## config.mk

```make
export PLATFORM = sky130hd
export DESIGN_NAME = hazard_ctrl_unit
export DESIGN_NICKNAME = d
export VERILOG_FILES = /design/src/rtl/core_pkg.sv /design/src/rtl/hazard_ctrl_unit_sat_counter.sv /design/src/rtl/hazard_ctrl_unit.sv
export SDC_FILE = /design/constraint.sdc
export NUM_CORES = 1
export LEC_CHECK = 0
export CORE_MARGIN = 5
export CORE_UTILIZATION = 25
export DETAILED_ROUTE_END_ITERATION = 16
export GPL_ROUTABILITY_DRIVEN = 0
export PLACE_DENSITY_LB_ADDON = 0.05
export SYNTH_ARGS = -nofsm -noshare
export SYNTH_HDL_FRONTEND = slang
export SYNTH_HIERARCHICAL = 1
export SYNTH_SLANG_ARGS = --single-unit
```

## constraint.sdc

```tcl
create_clock -name clk_i -period 5.3 [get_ports clk_i]
set_input_delay 1.06 -clock clk_i [delete_from_list [all_inputs] [get_ports clk_i]]
set_output_delay 1.06 -clock clk_i [all_outputs]
set_load 0.01 [all_outputs]
```

## src/rtl/core_pkg.sv

```systemverilog
// Shared definitions for the RV32I pipeline control blocks: opcode constants,
// the hazard scheduler state type and a small decode helper.
package core_pkg;

    localparam logic [6:0] OP_LOAD = 7'b0000011;
    localparam logic [6:0] OP_R    = 7'b0110011;
    localparam logic [6:0] OP_S    = 7'b0100011;
    localparam logic [6:0] OP_B    = 7'b1100011;

    // RUN: pipeline flows normally; MEM_WAIT: a data-memory access is outstanding.
    typedef enum logic {
        RUN      = 1'b0,
        MEM_WAIT = 1'b1
    } hz_state_e;

    // Only R-type, store and branch instructions actually read rs2; for the
    // other formats bits [24:20] are immediate bits and must not create hazards.
    function automatic logic uses_rs2(input logic [6:0] opcode);
        return (opcode == OP_R) || (opcode == OP_S) || (opcode == OP_B);
    endfunction

endpackage

```

## src/rtl/hazard_ctrl_unit_sat_counter.sv

```systemverilog
// Saturating up-counter used for the stall/flush performance counters.
// Stops at all-ones instead of wrapping so long runs stay meaningful.
module sat_counter #(
    parameter int W = 16
) (
    input  logic         clk_i,
    input  logic         clr_i,
    input  logic         inc_i,
    output logic [W-1:0] cnt_o
);

    logic [W-1:0] cnt_q;
    logic [W-1:0] cnt_d;

    // Next value: clear wins, otherwise count up until all-ones.
    always_comb begin
        cnt_d = cnt_q;
        if (clr_i) begin
            cnt_d = '0;
        end else if (inc_i && (cnt_q != {W{1'b1}})) begin
            cnt_d = cnt_q + W'(1);
        end
    end

    // Counter register.
    always_ff @(posedge clk_i) begin
        cnt_q <= cnt_d;
    end

    assign cnt_o = cnt_q;

endmodule

```

## src/rtl/hazard_ctrl_unit.sv

```systemverilog
// Pipeline hazard scheduler for the 5-stage RV32I core. Combinationally
// decides stall/flush of the PC and pipeline registers from load-use hazards,
// EX-resolved redirects and the data-memory handshake; tracks a memory wait
// state with a sticky timeout flag and keeps stall/flush performance counters.
module hazard_ctrl_unit
    import core_pkg::*;
#(
    parameter int MAX_WAIT = 15,
    parameter int CNT_W    = 16
) (
    input  logic             clk_i,
    input  logic             rst_i,
    input  logic [31:0]      inst_id_i,
    input  logic [31:0]      inst_ex_i,
    input  logic             MemRead_ex_i,
    input  logic             pc_sel_ex_i,
    input  logic             dmem_req_i,
    input  logic             dmem_ready_i,
    output logic             stall_pc_o,
    output logic             stall_id_o,
    output logic             stall_ex_o,
    output logic             stall_mem_o,
    output logic             flush_id_o,
    output logic             flush_ex_o,
    output logic             state_o,
    output logic             err_o,
    output logic [CNT_W-1:0] stall_cnt_o,
    output logic [CNT_W-1:0] flush_cnt_o
);

    localparam int WAIT_W = (MAX_WAIT < 1) ? 1 : $clog2(MAX_WAIT + 1);
    localparam logic [WAIT_W-1:0] WAIT_MAX = WAIT_W'(MAX_WAIT);

    hz_state_e         state_q;
    hz_state_e         state_d;
    logic [WAIT_W-1:0] wait_cnt_q;
    logic [WAIT_W-1:0] wait_cnt_d;
    logic              err_q;
    logic              err_d;

    logic [4:0] rd_ex;
    logic [4:0] rs1_id;
    logic [4:0] rs2_id;
    logic [6:0] opcode_id;
    logic       load_use;
    logic       redirect;
    logic       freeze;
    logic       stall_inc;
    logic       flush_inc;

    // Only register fields and the ID opcode matter for hazard detection.
    assign rd_ex     = inst_ex_i[11:7];
    assign rs1_id    = inst_id_i[19:15];
    assign rs2_id    = inst_id_i[24:20];
    assign opcode_id = inst_id_i[6:0];

    logic unused_inst_bits;
    assign unused_inst_bits = ^{inst_ex_i[31:12], inst_ex_i[6:0],
                                inst_id_i[31:25], inst_id_i[14:7]};

    // x0 is never a real destination, so a load to x0 cannot cause a hazard.
    assign load_use = MemRead_ex_i && (rd_ex != 5'd0) &&
                      ((rs1_id == rd_ex) ||
                       (uses_rs2(opcode_id) && (rs2_id == rd_ex)));

    assign redirect = pc_sel_ex_i;

    // The release cycle (ready high) is never frozen: the pipeline advances.
    assign freeze = ((state_q == RUN)      && dmem_req_i && !dmem_ready_i) ||
                    ((state_q == MEM_WAIT) && !dmem_ready_i);

    // Prioritised stall/flush decision; reset forces everything quiet.
    always_comb begin
        stall_pc_o  = 1'b0;
        stall_id_o  = 1'b0;
        stall_ex_o  = 1'b0;
        stall_mem_o = 1'b0;
        flush_id_o  = 1'b0;
        flush_ex_o  = 1'b0;
        stall_inc   = 1'b0;
        flush_inc   = 1'b0;
        if (!rst_i) begin
            if (freeze) begin
                // Whole pipeline holds; deferred hazards re-evaluate after release.
                stall_pc_o  = 1'b1;
                stall_id_o  = 1'b1;
                stall_ex_o  = 1'b1;
                stall_mem_o = 1'b1;
                stall_inc   = 1'b1;
            end else if (redirect) begin
                // ID holds a wrong-path instruction, so any load-use is moot.
                flush_id_o = 1'b1;
                flush_ex_o = 1'b1;
                flush_inc  = 1'b1;
            end else if (load_use) begin
                // Hold PC and IF/ID, inject a bubble into EX for one cycle.
                stall_pc_o = 1'b1;
                stall_id_o = 1'b1;
                flush_ex_o = 1'b1;
                stall_inc  = 1'b1;
            end
        end
    end

    // Memory-wait state machine, wait counter and sticky timeout flag.
    always_comb begin
        state_d    = state_q;
        wait_cnt_d = wait_cnt_q;
        err_d      = err_q;
        unique case (state_q)
            RUN: begin
                if (dmem_req_i && !dmem_ready_i) begin
                    state_d    = MEM_WAIT;
                    wait_cnt_d = '0;
                end
            end
            MEM_WAIT: begin
                if (dmem_ready_i) begin
                    state_d = RUN;
                end else begin
                    if (wait_cnt_q != WAIT_MAX) begin
                        wait_cnt_d = wait_cnt_q + WAIT_W'(1);
                    end
                    // Timeout only flags the problem; the freeze carries on.
                    if (wait_cnt_d == WAIT_MAX) begin
                        err_d = 1'b1;
                    end
                end
            end
            default: begin
                state_d = RUN;
            end
        endcase
    end

    // State registers with synchronous reset.
    always_ff @(posedge clk_i) begin
        if (rst_i) begin
            state_q    <= RUN;
            wait_cnt_q <= '0;
            err_q      <= 1'b0;
        end else begin
            state_q    <= state_d;
            wait_cnt_q <= wait_cnt_d;
            err_q      <= err_d;
        end
    end

    assign state_o = (state_q == MEM_WAIT);
    assign err_o   = err_q;

    sat_counter #(.W(CNT_W)) u_stall_cnt (
        .clk_i (clk_i),
        .clr_i (rst_i),
        .inc_i (stall_inc),
        .cnt_o (stall_cnt_o)
    );

    sat_counter #(.W(CNT_W)) u_flush_cnt (
        .clk_i (clk_i),
        .clr_i (rst_i),
        .inc_i (flush_inc),
        .cnt_o (flush_cnt_o)
    );

endmodule
```

* Word-level counts from Yosys, hierarchy flattened
Index checks and enable logic that the tools add are counted.
** Cells by class
- Add/sub/neg operators :: 3
- Eq/ne operators :: 11
- Multiplexer cells :: 21
- Bitwise gates (word level) :: 2
- Reduce and logical (&&, ||, !) cells :: 17
** Operators with widths (count)
- 16-bit by 1-bit adder with 16-bit output, second input constant :: 2
- 16-bit inequality test, second input constant :: 2
- 4-bit 2-to-1 mux :: 5
- 7-bit by 6-bit equality test with 1-bit output, second input constant :: 2
- 1-bit 2-to-1 mux :: 14
- 5-bit equality test :: 2
- 1-bit logical AND :: 9
- 4-bit case mux with 2 select lines :: 1
- 7-bit equality test, second input constant :: 1
- 5-bit nonzero test :: 1
- 4-bit by 1-bit adder with 4-bit output, second input constant :: 1
- 4-bit equality test, second input constant :: 1
- 1-bit logical OR :: 4
- 4-bit inequality test, second input constant :: 1
- 3-bit AND reduction :: 1
- 2-bit by 1-bit inequality test with 1-bit output, second input constant :: 1
- 2-bit inequality test, second input constant :: 1
- 1-bit inverter :: 2
- 1-bit case mux with 2 select lines :: 1
- 2-bit AND reduction :: 1
- 1-bit zero test :: 1
** Storage, ports and cells
- Bits in registers :: 38
- Input port bits :: 70
- Logic and storage cells :: 59

* Logic depth before layout (Yosys ltp)
Gate-level depths: netlist of run 1.
- Word-level depth :: 11
- Mapped depth :: 9
- Depth with buffers taken out :: 9

* Modules after synthesis
Netlist of run 1, hierarchy kept.
** By module, submodules not included
- sat_counter :: instances 2, cells each 99, area an instance 848.3 um^2
- hazard_ctrl_unit :: instances 1, cells each 64, area an instance 509.2 um^2

* Worst setup path after synthesis of run 1
OpenSTA, ideal clock, no wires.
- Kind :: in2out
- From :: input port inst_ex_i[10]
- To :: output port stall_pc_o
- Arrival :: 2.341 ns
- Data required time :: 4.240 ns
- Setup slack :: 1.899 ns
- Stages :: 6
- Buffers on the path :: 1
- Cell sequence :: xor2_1 a2111oi_4 nand4_1 a21o_1 o22ai_2 buf_4
** On the way
- Longest elaborated chain between the ends :: 8
** Ends and longest elaborated chain
- start: declaration :: line hazard_ctrl_unit.sv:14 : input logic [31:0] inst_ex_i,
- 5-bit equality test :: line hazard_ctrl_unit.sv:64 : (uses_rs2(opcode_id) && (rs2_id == rd_ex)));
- 1-bit logical AND :: line hazard_ctrl_unit.sv:64
- 1-bit logical OR :: line hazard_ctrl_unit.sv:63 : ((rs1_id == rd_ex) ||
- 1-bit logical AND * :: line hazard_ctrl_unit.sv:62 : assign load_use = MemRead_ex_i && (rd_ex != 5'd0) &&
- 1-bit 2-to-1 mux * (4 in series)
- end: declaration :: line hazard_ctrl_unit.sv:19 : output logic stall_pc_o,
Every way passes the cells marked *; elsewhere a longest branch is shown, timed or not.

* Final worst setup path of run 1
- From :: input port inst_ex_i[10]
- To :: output port stall_pc_o
** On the way
- Longest elaborated chain between the ends :: 8
** Ends and longest elaborated chain
- 5-bit equality test :: line hazard_ctrl_unit.sv:64
- 1-bit logical AND :: line hazard_ctrl_unit.sv:64
- 1-bit logical OR :: line hazard_ctrl_unit.sv:63
- 1-bit logical AND * :: line hazard_ctrl_unit.sv:62
- 1-bit 2-to-1 mux * :: line hazard_ctrl_unit.sv:95 : end else if (load_use) begin
- 1-bit 2-to-1 mux * :: line hazard_ctrl_unit.sv:90 : end else if (redirect) begin
- 1-bit 2-to-1 mux * :: line hazard_ctrl_unit.sv:83 : if (freeze) begin
- 1-bit 2-to-1 mux * :: line hazard_ctrl_unit.sv:82 : if (!rst_i) begin
Marks and branches as above.

==> flow_summary.ini, run 1 <==
[drt]
vias_per_cell = 5.17
vias = 2254
drtIter0Drc = 83
firstDrtPassIters = 4
route.detailed.wl_per_inst_um = 14.6
drtAntennaViolNets = 0
drcViolationCount = 0
routed_wirelength_mm = 6.37

[timing]
rsz0062_at_grt = false
worst_pin_slew_ps = 830
setup_tns_ps = 0
postLayoutSetupSlackWorst_ps = 842
hold_slack_ps = 484
fin_crit_sh_pct = 84.1
period_needed_ps = 4460
timing.final.hold_violations = 0
finalClockSkew_ps = 5.05
fmax_mhz = 224
setup_viol = 0
maxSlewViolCount = 0
slew_headroom_pct = 44.3

[cts]
clockBufferDepth = 2
post_cts_resized = 0
cts_setup_buffers = 0
cts.clk_slew.worst_paths_ps = 80
numClockSinks = 38
cts_tree = yes
cts_buffers = 5
worstSkewPairLatency_ps = 290
root_buffer = clkbuf_8
ctsHoldBuffers = 0
htree_levels = 2

[power_and_ir_drop]
p_seq_share_pct = 51.2
swShare_pct = 24.7
p_total_mw = 0.566
p_sw_mw = 0.140
ir_worst_vdd_v = 0.0000816
pwr-share-comb_pct = 10.6
p_int_mw = 0.426
powerDensity_nw_per_um2 = 184
cellLeakagePower_nw = 0.959
pwr-share-clk_pct = 38.2

[synth]
ys_types = 44
synth_top_family_by_area = simple AND/OR/NAND/NOR gates
seq_area_frac_synth_pct = 34.5
synthCells = 262
synth-edff-count = 0
yosys.area_share.simple_pct = 33.9
synthXorXnorAreaFrac_pct = 5.56
synthArstFlopShare_pct = 0
synth_compound_area_share_pct = 18.9
ys_ff_latch = 38
avgSynthCellArea_um2 = 8.42
synthAdderAreaFrac_pct = 1.70
ys.flop_type = dfxtp_1
synthMuxAreaShare_pct = 1.93
ys_warn_count = 6
syn_nets = 335
netlist_area_um2 = 2210

[cells_and_area]
syn2layout_area_growth_pct = 39.2
fin_util_pct = 35.4
fillers = 932
drive_gt1_share_pct = 6.71
finalNetCount = 400
diodes = 0

[die]
die_h_um = 104
initial_core_util_pct = 25.4
row_count = 34
die_x_um = 104
core-area_um2 = 8680
die_area_um2 = 10800
design.portCount = 110

[min_path]
hold_path.class = reg -> reg

[run]
cap_violations = 0

[global_route]
grt_max_degree = 43
track_usage_pct = 11.7
grt_pass1_wl_mm = 10.7
grt_pass1_vias = 2168
grt_remaining_overflow = 0
antenna_found_initial = 0

[critical_path]
path_max_fanout = 9
cp-end-kind = primary output
critical_path.startpoint_type = input port
crit_type = in -> out
worstPathArrival_ps = 3400
required_ps = 4240

[place]
dp_hpwl_mm = 4.50
numPortBuffers = 67
dpl_worst_slack_ps = 818

[status]
status = finished clean
## final timing paths
kind	from	to	slack, ps	depth (start not counted)
worst max-delay path	inst_ex_i[10]	stall_pc_o	840	7
worst min-delay path	err_o	err_o	480	2
worst max register to register	state_o	u_flush_cnt/cnt_o[11]	3010	7
worst min register to register	err_o	err_o	480	2
## cells in the final DEF, fill, tap and decap left out, types with 3 or more instances in the layout
cell type	n
clkdlybuf4s50_1	67
dfxtp_1	38
a21oi_1	24
nor2_1	19
nand2_1	16
nand3_1	15
or4_1	15
o31ai_1	13
o21ai_0	12
nor3_1	11
xor2_1	8
nand4_1	8
inv_1	7
xnor2_1	6
clkbuf_8	6
and4_1	6
or3_1	6
nand2b_1	4
nor4_1	4
nor2b_1	4
ha_1	3
## synthesized netlist by cell type (all sizes together) (3+ instances only)
library cell	instances	area (µm²)
or3	6	37.5
nand2	18	72.6
o31ai	13	97.6
buf	6	32.5
dfxtp	38	761
xnor2	6	52.6
or4	15	113
o21ai	12	60.1
nor4	6	67.6
clkbuf	5	18.8
nor2	19	71.3
nand3	15	75.1
a21oi	25	129
nor2b	4	25.0
inv	7	26.3
and4	6	52.6
nor3	11	55.1
xor2	8	70.1
nand4	10	92.6
ha	3	37.5
nand2b	4	25.0
## cells by family (layout without fill, tap and decap cells)
group | count (synthesis) | count (layout)
simple gates | 122 | 122
mux | 4 | 4
compound gates | 63 | 63
fa+ha+maj | 3 | 3
buf+inv | 18 | 84
flops | 38 | 38
xor+xnor | 14 | 14
## per-stage QoR
step | area [µm²] | instances
after global placement | 2980 | 428
final | 3070 | 436
after detailed placement | 2980 | 428
after floorplan | 2210 | 262
after CTS | 3070 | 436
after global routing | 3070 | 436
## metal layers
layer | vias up | global-route usage (%) | wire, µm
li1 | 1126 | - | -
met5 | - | 0 | 0
met4 | 0 | 3.33 | 74
met3 | 5 | 4.16 | 418
met2 | 59 | 18.4 | 2880
met1 | 1064 | 15.1 | 3000
## worst max-delay path: stages
cell             delay, ps
clkdlybuf4s50_1        470
xor2_1                 210
a2111oi_4              350
nand4_1                130
a21o_1                 220
o22ai_2                340
clkdlybuf4s50_1        620
## state kept, by name (all words and copies together), names as in the netlist
signal	count
err_o	1
state_o	1
u_flush_cnt/cnt_o	16
u_stall_cnt/cnt_o	16
wait_cnt_q	4
## cell type report
class / instances / area [µm²] / share of cell area (%)
Clock buffer: 6 / 82.6 / 2.69
Clock inverter: 2 / 12.5 / 0.407
Inverter: 7 / 26.3 / 0.856
Multi-Input combinational cell: 206 / 1370 / 44.5
Sequential cell: 38 / 761 / 24.8
Tap cell: 108 / 135 / 4.40
Timing Repair Buffer: 69 / 686 / 22.3
## power groups by stage
stage	combinational (mW)	sequential (mW)	clock, mW
after floorplan	0.0243	0.297	0
final	0.0598	0.290	0.216
after detailed placement	0.0603	0.296	0
after global placement	0.0599	0.296	0
after global routing	0.0650	0.290	0.242
after CTS	0.0608	0.290	0.229
No activity file was read; power rests on OpenSTA's default activity.
==> inputs of run 2 (changes only) <==
==> constraint.sdc (replaced) <==
create_clock -name clk_i -period 4.7 [get_ports clk_i]
set_input_delay 0.94 -clock clk_i [delete_from_list [all_inputs] [get_ports clk_i]]
set_output_delay 0.94 -clock clk_i [all_outputs]
set_load 0.01 [all_outputs]
==> run 2 against run 1 <==
Compared with the run above:
- hold slack got worse by 9.5 ps
- sequential power rose by 13%
- critical path depth did not move
- count of clock-buffer cells in the layout did not move
- routed wire length fell by 1.4%
- largest cell class unchanged
==> flow_summary.ini, run 2 (synthesis results as in run 1) <==
[critical_path]
cp-startpoint = inst_ex_i[10]
reg2reg_to = u_flush_cnt/cnt_o[11]
r2r_cells = 7
required_ps = 3760
path_max_fanout = 3
r2r_slack_ps = 2410
rr_startpoint = state_o
cp-end-kind = primary output
worstPathArrival_ps = 3070
crit_type = in -> out
critical_path.startpoint_type = input port

[cts]
cts_buffers = 5
clockBufferDepth = 2
numClockSinks = 38
worstSkewPairLatency_ps = 300
ctsHoldBuffers = 0
post_cts_resized = 0
htree_levels = 2
cts_setup_buffers = 0
cts.clk_slew.worst_paths_ps = 90
cts_tree = yes
root_buffer = clkbuf_8

[global_route]
grt_pass1_wl_mm = 10.5
grt_remaining_overflow = 0
grt_max_degree = 27
grt_pass1_vias = 2107
antenna_found_initial = 0
track_usage_pct = 11.5

[power_and_ir_drop]
swShare_pct = 21.3
pwr-share-comb_pct = 9.2
ir_worst_vdd_v = 0.000164
p_seq_share_pct = 43.6
cellLeakagePower_nw = 0.994
powerDensity_nw_per_um2 = 239
p_sw_mw = 0.159
pwr-share-clk_pct = 47.2
p_int_mw = 0.590

[drt]
firstDrtPassIters = 4
vias_per_cell = 5.10
route.detailed.wl_per_inst_um = 14.3
vias = 2235
met3_wirelength_um = 316
drtAntennaViolNets = 0
drtIter0Drc = 49
wl_met2_mm = 2.72
highest-signal-layer = met4
routed_wirelength_mm = 6.29
met1_length_mm = 3.22
drcViolationCount = 0

[run]
cap_violations = 0

[die]
die_x_um = 104
initial_core_util_pct = 25.4
row_count = 34
die_area_um2 = 10800
die_h_um = 104
design.portCount = 110
core-area_um2 = 8680

[timing]
finalClockSkew_ps = 11.9
fin_crit_sh_pct = 85.3
maxSlewViolCount = 0
fmax_mhz = 249
worst_pin_slew_ps = 855
timing.final.hold_violations = 0
rsz0062_at_grt = false
period_needed_ps = 4010
setup_viol = 0
slew_headroom_pct = 42.6
setup_tns_ps = 0

[status]
status = finished clean

[place]
numPlacedInstances = 430
numPortBuffers = 67
dp_hpwl_mm = 4.59

[min_path]
hold_path.class = reg -> reg
min_to = err_o
holdPathStages = 2
min_from = err_o

[cells_and_area]
final_cell_mix = clkdlybuf4s50_1 (67), dfxtp_1 (38), a21oi_1 (24), nor2_1 (19), nand2_1 (16)
drive_gt1_share_pct = 7.27
syn2layout_area_growth_pct = 42.0
finalNetCount = 402
layout_commonest_cell = clkdlybuf4s50_1
diodes = 0
fin_cells = 438
-- run 2: cell types whose count changed in the layout (fill, tap and decap cells not counted), sizes merged --
cell | before | now
buf | 2 | 4
clkinv | 1 | 0
bufinv | 0 | 2
clkinvlp | 1 | 0
-- run 2: worst max path at each step --
stage | end | slack (ps) | cells past startpoint
after floorplan | stall_pc_o | 1540 | 6
after global placement | stall_pc_o | 660 | 7
after detailed placement | stall_pc_o | 660 | 7
after CTS | stall_pc_o | 650 | 7
after global routing | stall_pc_o | 590 | 7
final | stall_pc_o | 690 | 7
-- run 2: layer usage --
layer  global-route usage, %  vias to the layer above
li1                        -                     1136
met1                    15.5                     1034
met2                    17.8                       60
met3                    3.60                        5
met4                    3.33                        0
met5                       0                        -
-- run 2: cell type report --
| cell class | count | area (µm²) |
|---|---|---|
| Clock buffer | 6 | 82.6 |
| Multi-Input combinational cell | 206 | 1370 |
| Clock inverter | 2 | 60.1 |
| Inverter | 7 | 26.3 |
| Timing Repair Buffer | 71 | 701 |
| Fill cell | 924 | 5550 |
| Sequential cell | 38 | 761 |
| Tap cell | 108 | 135 |
-- run 2: through the flow --
stage	power, mW	area (µm²)	setup slack [ps]	util (%)	hold WS (ps)
floorplan	0.362	2210	1540	-	497
global placement	0.403	2990	663	34.5	453
detailed placement	0.403	2990	658	34.5	462
CTS	0.764	3130	649	36.1	485
global route	0.782	3130	586	36.1	509
finish	0.749	3130	690	36.1	475
-- run 2: power groups by stage --
stage	Sequential (mW)	Combinational [mW]	Clock, mW
2_1_floorplan	0.334	0.0274	0
3_3_place_gp	0.334	0.0688	0
3_5_place_dp	0.334	0.0692	0
4_1_cts	0.327	0.0697	0.368
5_1_grt	0.327	0.0747	0.380
6_report	0.327	0.0686	0.354
-- run 2: critical path, stage by stage --
cell,delay (ps)
clkdlybuf4s50_1,470
xor2_1,210
a2111oi_4,350
nand4_1,130
a21o_1,220
o22ai_2,170
clkdlybuf4s50_1,570
